--- config.mk ---
export PLATFORM = sky130hd
export DESIGN_NAME = bayer_window_driver
export DESIGN_NICKNAME = d
export VERILOG_FILES = /design/src/rtl/bayer_window_driver.sv
export SDC_FILE = /design/constraint.sdc
export NUM_CORES = 1
export LEC_CHECK = 0
export CAP_MARGIN = 20
export CORE_MARGIN = 3
export CORE_UTILIZATION = 50
export DETAILED_ROUTE_END_ITERATION = 16
export GPL_TIMING_DRIVEN = 0
export PLACE_DENSITY_LB_ADDON = 0.05
export SKIP_LAST_GASP = 1
export SLEW_MARGIN = 20
export SYNTH_ARGS = -nofsm -noshare
export SYNTH_HDL_FRONTEND = slang
export SYNTH_SLANG_ARGS = --single-unit
--- constraint.sdc ---
create_clock -name clk -period 8.6 [get_ports clk]
set_clock_uncertainty 0.1 [all_clocks]
set_input_delay 0.86 -clock clk [delete_from_list [all_inputs] [get_ports clk]]
set_output_delay 0.86 -clock clk [all_outputs]
set_load 0.03 [all_outputs]
--- src/rtl/bayer_window_driver.sv ---
// Frame scanner for the Bayer-to-grey converter: gathers each pixel's 3x3
// neighbourhood (edge-replicated), hands it to the converter, writes the grey result.
module bayer_window_driver #(
    parameter int IMG_W  = 160,
    parameter int IMG_H  = 120,
    parameter int ADDR_W = 15
) (
    input  logic              clk,
    input  logic              reset,
    input  logic              go,
    output logic              busy,
    output logic              frame_done,
    output logic              rd_en,
    output logic [ADDR_W-1:0] rd_addr,
    input  logic [7:0]        rd_data,
    output logic [199:0]      matriz_a,
    output logic [1:0]        pixel_region,
    output logic              start,
    input  logic [7:0]        conv_result,
    input  logic              conv_done,
    output logic              wr_en,
    output logic [ADDR_W-1:0] wr_addr,
    output logic [7:0]        wr_data
);

    localparam int ROW_W = $clog2(IMG_H);
    localparam int COL_W = $clog2(IMG_W);

    typedef enum logic [2:0] {
        S_IDLE,
        S_FETCH,
        S_CONV,
        S_WRITE,
        S_NEXT,
        S_FINISH
    } state_t;

    state_t              state_q;
    logic [ROW_W-1:0]    row_q, row_d;
    logic [COL_W-1:0]    col_q, col_d;
    logic [3:0]          k_q;
    logic [3:0]          cap_k;
    logic [7:0]          cap_base_d;
    logic                last_pix;
    logic [ADDR_W-1:0]   fetch_addr_d;
    logic [ADDR_W-1:0]   next_pix_addr_d;
    logic [ADDR_W-1:0]   cen_addr_d;

    logic                busy_q, frame_done_q, rd_en_q, start_q, wr_en_q;
    logic [ADDR_W-1:0]   rd_addr_q, wr_addr_q;
    logic [7:0]          wr_data_q;
    logic [199:0]        matriz_a_q;
    logic [1:0]          pixel_region_q;

    // Read k of the window around (r,c): row r-1+k/3, col c-1+k%3, clamped to the frame.
    function automatic logic [ADDR_W-1:0] src_addr(input logic [ROW_W-1:0] r,
                                                    input logic [COL_W-1:0] c,
                                                    input logic [3:0]       k);
        int sr;
        int sc;
        sr = int'(r) - 1 + int'(k) / 3;
        sc = int'(c) - 1 + int'(k) % 3;
        if (sr < 0) sr = 0;
        else if (sr > IMG_H - 1) sr = IMG_H - 1;
        if (sc < 0) sc = 0;
        else if (sc > IMG_W - 1) sc = IMG_W - 1;
        return ADDR_W'(sr * IMG_W + sc);
    endfunction

    function automatic logic [ADDR_W-1:0] lin_addr(input logic [ROW_W-1:0] r,
                                                    input logic [COL_W-1:0] c);
        return ADDR_W'(int'(r) * IMG_W + int'(c));
    endfunction

    always_comb begin
        col_d = col_q + 1'b1;
        row_d = row_q;
        if (col_q == COL_W'(IMG_W - 1)) begin
            col_d = '0;
            row_d = row_q + 1'b1;
        end
    end

    // The byte arriving now belongs to the read issued one cycle earlier.
    always_comb begin
        cap_k      = k_q - 4'd1;
        cap_base_d = 8'(40 * (int'(cap_k) / 3) + 8 * (int'(cap_k) % 3));
    end

    assign last_pix        = (row_q == ROW_W'(IMG_H - 1)) && (col_q == COL_W'(IMG_W - 1));
    assign fetch_addr_d    = src_addr(row_q, col_q, k_q + 4'd1);
    assign next_pix_addr_d = src_addr(row_d, col_d, 4'd0);
    assign cen_addr_d      = lin_addr(row_q, col_q);

    always_ff @(posedge clk) begin
        if (reset) begin
            state_q        <= S_IDLE;
            row_q          <= '0;
            col_q          <= '0;
            k_q            <= '0;
            busy_q         <= 1'b0;
            frame_done_q   <= 1'b0;
            rd_en_q        <= 1'b0;
            start_q        <= 1'b0;
            wr_en_q        <= 1'b0;
            rd_addr_q      <= '0;
            wr_addr_q      <= '0;
            wr_data_q      <= '0;
            matriz_a_q     <= '0;
            pixel_region_q <= '0;
        end else begin
            case (state_q)
                S_IDLE: begin
                    frame_done_q <= 1'b0;
                    if (go) begin
                        row_q     <= '0;
                        col_q     <= '0;
                        k_q       <= '0;
                        busy_q    <= 1'b1;
                        rd_en_q   <= 1'b1;
                        rd_addr_q <= src_addr('0, '0, 4'd0);
                        state_q   <= S_FETCH;
                    end
                end
                S_FETCH: begin
                    if (k_q != 4'd0) begin
                        matriz_a_q[cap_base_d +: 8] <= rd_data;
                    end
                    if (k_q == 4'd9) begin
                        pixel_region_q <= {row_q[0], col_q[0]};
                        start_q        <= 1'b1;
                        state_q        <= S_CONV;
                    end else begin
                        k_q <= k_q + 4'd1;
                        if (k_q == 4'd8) begin
                            rd_en_q <= 1'b0;
                        end else begin
                            rd_en_q   <= 1'b1;
                            rd_addr_q <= fetch_addr_d;
                        end
                    end
                end
                S_CONV: begin
                    // Window stays frozen until the converter reports, however long it takes.
                    if (conv_done) begin
                        wr_data_q <= conv_result;
                        start_q   <= 1'b0;
                        wr_en_q   <= 1'b1;
                        wr_addr_q <= cen_addr_d;
                        state_q   <= S_WRITE;
                    end
                end
                S_WRITE: begin
                    wr_en_q <= 1'b0;
                    state_q <= S_NEXT;
                end
                S_NEXT: begin
                    if (last_pix) begin
                        row_q        <= '0;
                        col_q        <= '0;
                        frame_done_q <= 1'b1;
                        busy_q       <= 1'b0;
                        state_q      <= S_FINISH;
                    end else begin
                        row_q     <= row_d;
                        col_q     <= col_d;
                        k_q       <= '0;
                        rd_en_q   <= 1'b1;
                        rd_addr_q <= next_pix_addr_d;
                        state_q   <= S_FETCH;
                    end
                end
                S_FINISH: begin
                    frame_done_q <= 1'b0;
                    state_q      <= S_IDLE;
                end
                default: state_q <= S_IDLE;
            endcase
        end
    end

    assign busy         = busy_q;
    assign frame_done   = frame_done_q;
    assign rd_en        = rd_en_q;
    assign rd_addr      = rd_addr_q;
    assign matriz_a     = matriz_a_q;
    assign pixel_region = pixel_region_q;
    assign start        = start_q;
    assign wr_en        = wr_en_q;
    assign wr_addr      = wr_addr_q;
    assign wr_data      = wr_data_q;

endmodule

* Word level (Yosys, flattened, before mapping) *
Cells that the tools add are included.

operators by class
  divide/modulo/power cells = 4
  $mul = 4
  reductions and logical operators = 20
  eq/ne operators = 16
  add/sub/neg operators = 15
  order comparisons = 8
  multiplexer cells = 45
  shift operators = 2

operators by type and width
  operator                                                      count
  bitwise mux 200 bit                                           1
  variable shift 8 x 10 -> 200 bit (first input constant)       1
  indexed part select 8 x 10 -> 200 bit                         1
  two-way mux 32 bit                                            4
  two-way mux 15 bit                                            8
  divider 5 x 3 -> 32 bit (second input constant)               2
  less-than comparator 32 x 1 -> 1 bit (second input constant)  2
  remainder unit 5 x 3 -> 32 bit (second input constant)        2
  multiplier 32 x 4 -> 10 bit (second input constant)           2
  case mux 15 bit (3 select lines)                              1
  adder 8 x 32 -> 32 bit                                        1
  adder 9 x 32 -> 32 bit                                        1
  > comparator 32 x 8 -> 1 bit (second input constant)          1
  > comparator 32 x 9 -> 1 bit (second input constant)          1
  multiplier 4 x 32 -> 5 bit (first input constant)             1
  adder 15 bit                                                  2
  two-way mux 8 bit                                             3
  two-way mux 7 bit                                             3
  subtractor 8 x 1 -> 9 bit (second input constant)             2
  case mux 8 bit (2 select lines)                               1
  subtractor 7 x 1 -> 8 bit (second input constant)             2
  adder 15 x 8 -> 15 bit                                        1
  case mux 3 bit (5 select lines)                               1
  inequality test 2 bit (second input constant)                 7
  other kinds (34)                                              63

word-level totals
  input bits = 20
  logic and storage cells = 128
  register bits after elaboration = 267

* Longest topological paths before layout *
  depth after elaboration = 11
  depth in mapped cells = 42

* Least setup slack after synthesis *
No wires, ideal clock.

  path type = flip-flop to flip-flop
  start = register k_q[0]
  end = register rd_addr_q[14] (netlist: rd_addr[14])
  data arrival time = 8.664 ns
  setup slack = -0.243 ns
  stages on the path, launching flop included = 39
  path buffers = 4
  data required time = 8.421 ns
  cells stage by stage = dfxtp_1 buf_4 clkbuf_1 inv_1 ha_1 ha_1 ha_1 clkbuf_1 or3_1 inv_2 xnor2_1 ha_1 nand2b_1 a2111oi_0 nor4_1 a41oi_1 o21ai_0 or2_2 [3 not listed] a21oi_1 o21a_1 o221ai_1 or3_1 a211o_1 or4_1 or4_1 nor3_4 a21boi_0 ha_1 o21ai_0 nand2b_1 a21oi_1 nor2b_1 and3_1 nand4_1 mux2_2 a211oi_2

on the way
  longest elaborated chain between the ends = 11

RTL lines
  item                              RTL line  RTL
  start, declared                   41        logic [3:0] k_q;
  start signal, assigned            134       k_q <= k_q + 4'd1;
  adder 4 x 1 -> 4 bit              91        assign fetch_addr_d = src_addr(row_q, col_q, k_q + 4'd1);
  divider 5 x 3 -> 32 bit           61        sr = int'(r) - 1 + int'(k) / 3;
  adder 8 x 32 -> 32 bit            61
  > comparator 32 x 8 -> 1 bit      64        else if (sr > IMG_H - 1) sr = IMG_H - 1;
  two-way mux 32 bit                64
  two-way mux 32 bit                63        if (sr < 0) sr = 0;
  multiplier 32 x 4 -> 10 bit       67        return ADDR_W'(sr * IMG_W + sc);
  adder 15 bit                      67
  two-way mux 15 bit                135       if (k_q == 4'd8) begin
  two-way mux 15 bit                129       if (k_q == 4'd9) begin
  case mux 15 bit (3 select lines)  112       case (state_q)
  end signal, assigned              121       rd_addr_q <= src_addr('0, '0, 4'd0);
  end signal, assigned              139       rd_addr_q <= fetch_addr_d;
  end signal, assigned              169       rd_addr_q <= next_pix_addr_d;
  end, declared                     50        logic [ADDR_W-1:0] rd_addr_q, wr_addr_q;

Parallel ways exist; a longest one is shown, timed or not. The select of a mux whose other input is x is not followed.
A chain may end at the register's enable or synchronous reset.

* Worst setup path in the final report *
Same ends and word-level chain as after synthesis.

==> results.json <==
{
  "status": "complete, no violations",
  "clkSinkCount": 267,
  "grt_max_degree": 24,
  "final_cells": 2778,
  "grt_overflow_total": 0,
  "hold_class": "reg -> reg",
  "grt_pass1_vias": 15300,
  "clkTransAtPathRegs_ps": 70,
  "insertion_delay_ps": 560,
  "slowest_delay_ps": 570,
  "async_flop_share_pct": 0,
  "reg2regPathDepth": 36,
  "row_count": 66,
  "p_leak_uw": 0.00878,
  "post-route-util_pct": 65.2,
  "cts-htree-levels": 1,
  "startpoint_type": "flop",
  "crit_type": "reg -> reg",
  "track_usage_pct": 28.7,
  "reg2reg_from": "k_q[0]",
  "cp-startpoint": "k_q[0]",
  "finalWirelength_um": 53300,
  "die_area_um2": 35600,
  "drv_slew": 0,
  "vias_per_cell": 5.70,
  "tightest_slew_ps": 1050,
  "cts_hold_buf": 0,
  "ys_seq_area_share_pct": 32.0,
  "cts_tree": "done",
  "fillCellCount": 2852,
  "critPathArrivalTime_ps": 8670,
  "ant_nets": 0,
  "layout_common_cells": "318 x nor2_1, 264 x dfxtp_1, 263 x clkdlybuf4s50_1",
  "wl_per_cell_um": 19.2,
  "first_iter_violations": 1021,
  "layout_commonest_cell": "nor2_1",
  "postSynthCellCount": 2003,
  "hold_viol": 0,
  "antenna_cells": 0,
  "grt_pass1_wl_um": 83400,
  "die_w_um": 189,
  "setup_viol": 0,
  "cp_max_fo": 10,
  "rr_endpoint": "rd_addr[14]",
  "drt_pass1_iterations": 6,
  "die_y_um": 189,
  "synth-seq-cells": 267,
  "synthDistinctLibCells": 93,
  "yosysWarnings": 0,
  "final_area_um2": 21300,
  "cap_violations": 0,
  "min_period_ps": 8300,
  "nNetsFinal": 2459,
  "worstPathRequired_ps": 8970,
  "syn_area_um2": 16700,
  "worst_path_max_delay_cell": "or4_1",
  "synthToLayoutAreaGrowth_pct": 27.8,
  "cp_common_cell": "ha_4",
  "yosys.area.top_type_share_pct": 32.0,
  "yosys_most_used_dff": "dfxtp_1",
  "synth-edff-count": 0,
  "syn_area_per_cell_um2": 8.33,
  "fin_crit_sh_pct": 96.6,
  "place.gp.congestion": 0.938,
  "synth_area_leaders": "dfxtp_1 32%, mux2i_1 11%, ha_1 8.5%, nor2_1 7.2%, a21oi_1 4.0%",
  "r2r_slack_ps": 300,
  "initial_core_util_pct": 51.0,
  "cts_root_buf": "clkbuf_16",
  "yosysTopAreaCell": "dfxtp_1",
  "dr_total_vias": 15800,
  "worstSetupEndpoint": "rd_addr[14]",
  "placed_area_um2": 19900,
  "slew_headroom_pct": 29.3,
  "port-buffer-count": 263,
  "drc": 0,
  "multi_input_area_um2": 10900,
  "dp_hpwl_um": 39600,
  "timing.fmax_ghz": 0.120,
  "whs_path_depth": 2,
  "ff_latch_area_um2": 5350,
  "drive_gt1_share_pct": 7.23,
  "ctsLongestPathBuffers": 3,
  "antenna_found_initial": 0,
  "ir_worst_vdd_mv": 0.161,
  "p_per_area_nw_per_um2": 181,
  "pin_count": 265,
  "dp.cells": 2715,
  "crit_path_end_kind": "flop",
  "core-area_um2": 32700,
  "tritoncts.num_buffers": 29
}
==> cell families (layout without fill, tap and decap cells) <==
family          count (synthesis)  after routing  synth area share, %
mux                           194            194                 11.7
simple gates                  745            745                 21.5
flops                         267            267                 32.0
fa+ha+maj                     122            122                 9.49
xor+xnor                       93             93                 5.01
other cells                     1              8               0.0225
compound gates                399            399                 16.1
buf+inv                       182            508                 4.23
==> where the power goes <==
group	switching (µW)	leakage [µW]	internal [µW]
Combinational	855	0.00615	426
Clock	528	0.000482	785
Sequential	11.7	0.00215	1250
Total	1390	0.00878	2470
==> registers in the layout (all words and copies together), names as in the netlist <==
signal        flops
busy              1
col_q             8
frame_done        1
k_q               4
matriz_a        200
pixel_region      2
rd_addr          15
rd_en             1
row_q             7
start             1
state_q           3
wr_addr          15
wr_data           8
wr_en             1
==> metrics by stage <==
stage / power (µW) / setup slack (ps) / setup TNS, ps / hold WS [ps]
after floorplan: 2210 / 20.7 / 0 / 402
after global placement: 2490 / -1580 / -12220 / 343
after detailed placement: 2520 / -1530 / -11300 / 349
after CTS: 3840 / 3.46 / 0 / 357
after global routing: 4050 / -5.07 / -5.07 / 376
final: 3860 / 295 / 0 / 355
==> metal layers <==
| metal | vias up | routed length [µm] | track usage, % |
|---|---|---|---|
| met5 | - | 0 | 0 |
| met4 | 0 | 1240 | 7.13 |
| met3 | 95 | 4270 | 8.07 |
| met2 | 486 | 25300 | 48.8 |
| met1 | 7573 | 22400 | 36.0 |
| li1 | 7691 | - | - |
==> how the worst min path moves through the flow <==
stage | start | endpoint | slack [ps]
3_5_place_dp | matriz_a[62] | matriz_a[62] | 350
4_1_cts | matriz_a[62] | matriz_a[62] | 360
3_3_place_gp | wr_data[5] | wr_data[5] | 340
2_1_floorplan | col_q[1] | wr_addr[1] | 400
5_1_grt | wr_addr[4] | wr_addr[4] | 380
6_report | matriz_a[62] | matriz_a[62] | 360
==> cells in the mapped netlist (all sizes together), types with 6 or more instances <==
| master | count |
|---|---|
| o211ai | 9 |
| o21bai | 8 |
| inv | 70 |
| or2 | 10 |
| nand2b | 15 |
| buf | 12 |
| a21oi | 135 |
| nand3 | 49 |
| nor2 | 326 |
| o31ai | 14 |
| fa | 8 |
| and3 | 10 |
| a31oi | 16 |
| nor3b | 13 |
| nand2 | 146 |
| nor3 | 59 |
| nor4 | 13 |
| nand4 | 15 |
| xnor2 | 59 |
| clkbuf | 100 |
| dfxtp | 267 |
| a21boi | 6 |
| nand3b | 6 |
| mux2 | 7 |
| and2 | 23 |
| o21a | 20 |
| a22oi | 10 |
| mux2i | 187 |
| o2111ai | 7 |
| nor2b | 25 |
| xor2 | 33 |
| o21ai | 58 |
| a21o | 35 |
| ha | 113 |
| or4 | 9 |
| a211oi | 20 |
| or3 | 13 |
==> layout make-up <==
| class | count | area share, % |
|---|---|---|
| Tap cell | 442 | 2.59 |
| Clock buffer | 38 | 3.84 |
| Clock inverter | 11 | 0.786 |
| Inverter | 70 | 1.31 |
| Multi-Input combinational cell | 1561 | 51.2 |
| Buffer | 108 | 2.19 |
| Sequential cell | 267 | 25.1 |
| Timing Repair Buffer | 281 | 13.0 |
==> what timing repair did <==
action,in CTS,in global routing
cloned,0,0
buffers inserted,6,12
gates resized for setup,38,31
endpoints found under the setup margin,15,9
pin swaps,4,13
==> worst max-delay path, delay by kind of cell, from the launching register on <==
kind | cells | cell delay, ps
and+or+nand+nor | 12 | 2820
AOI/OAI and AO/OA | 13 | 2590
adders and majority gates | 6 | 1490
DFF | 1 | 400
buffers and inverters | 3 | 350
muxes | 1 | 320
xor gates and xnor gates | 1 | 130
(Power assumes the default switching activity.)
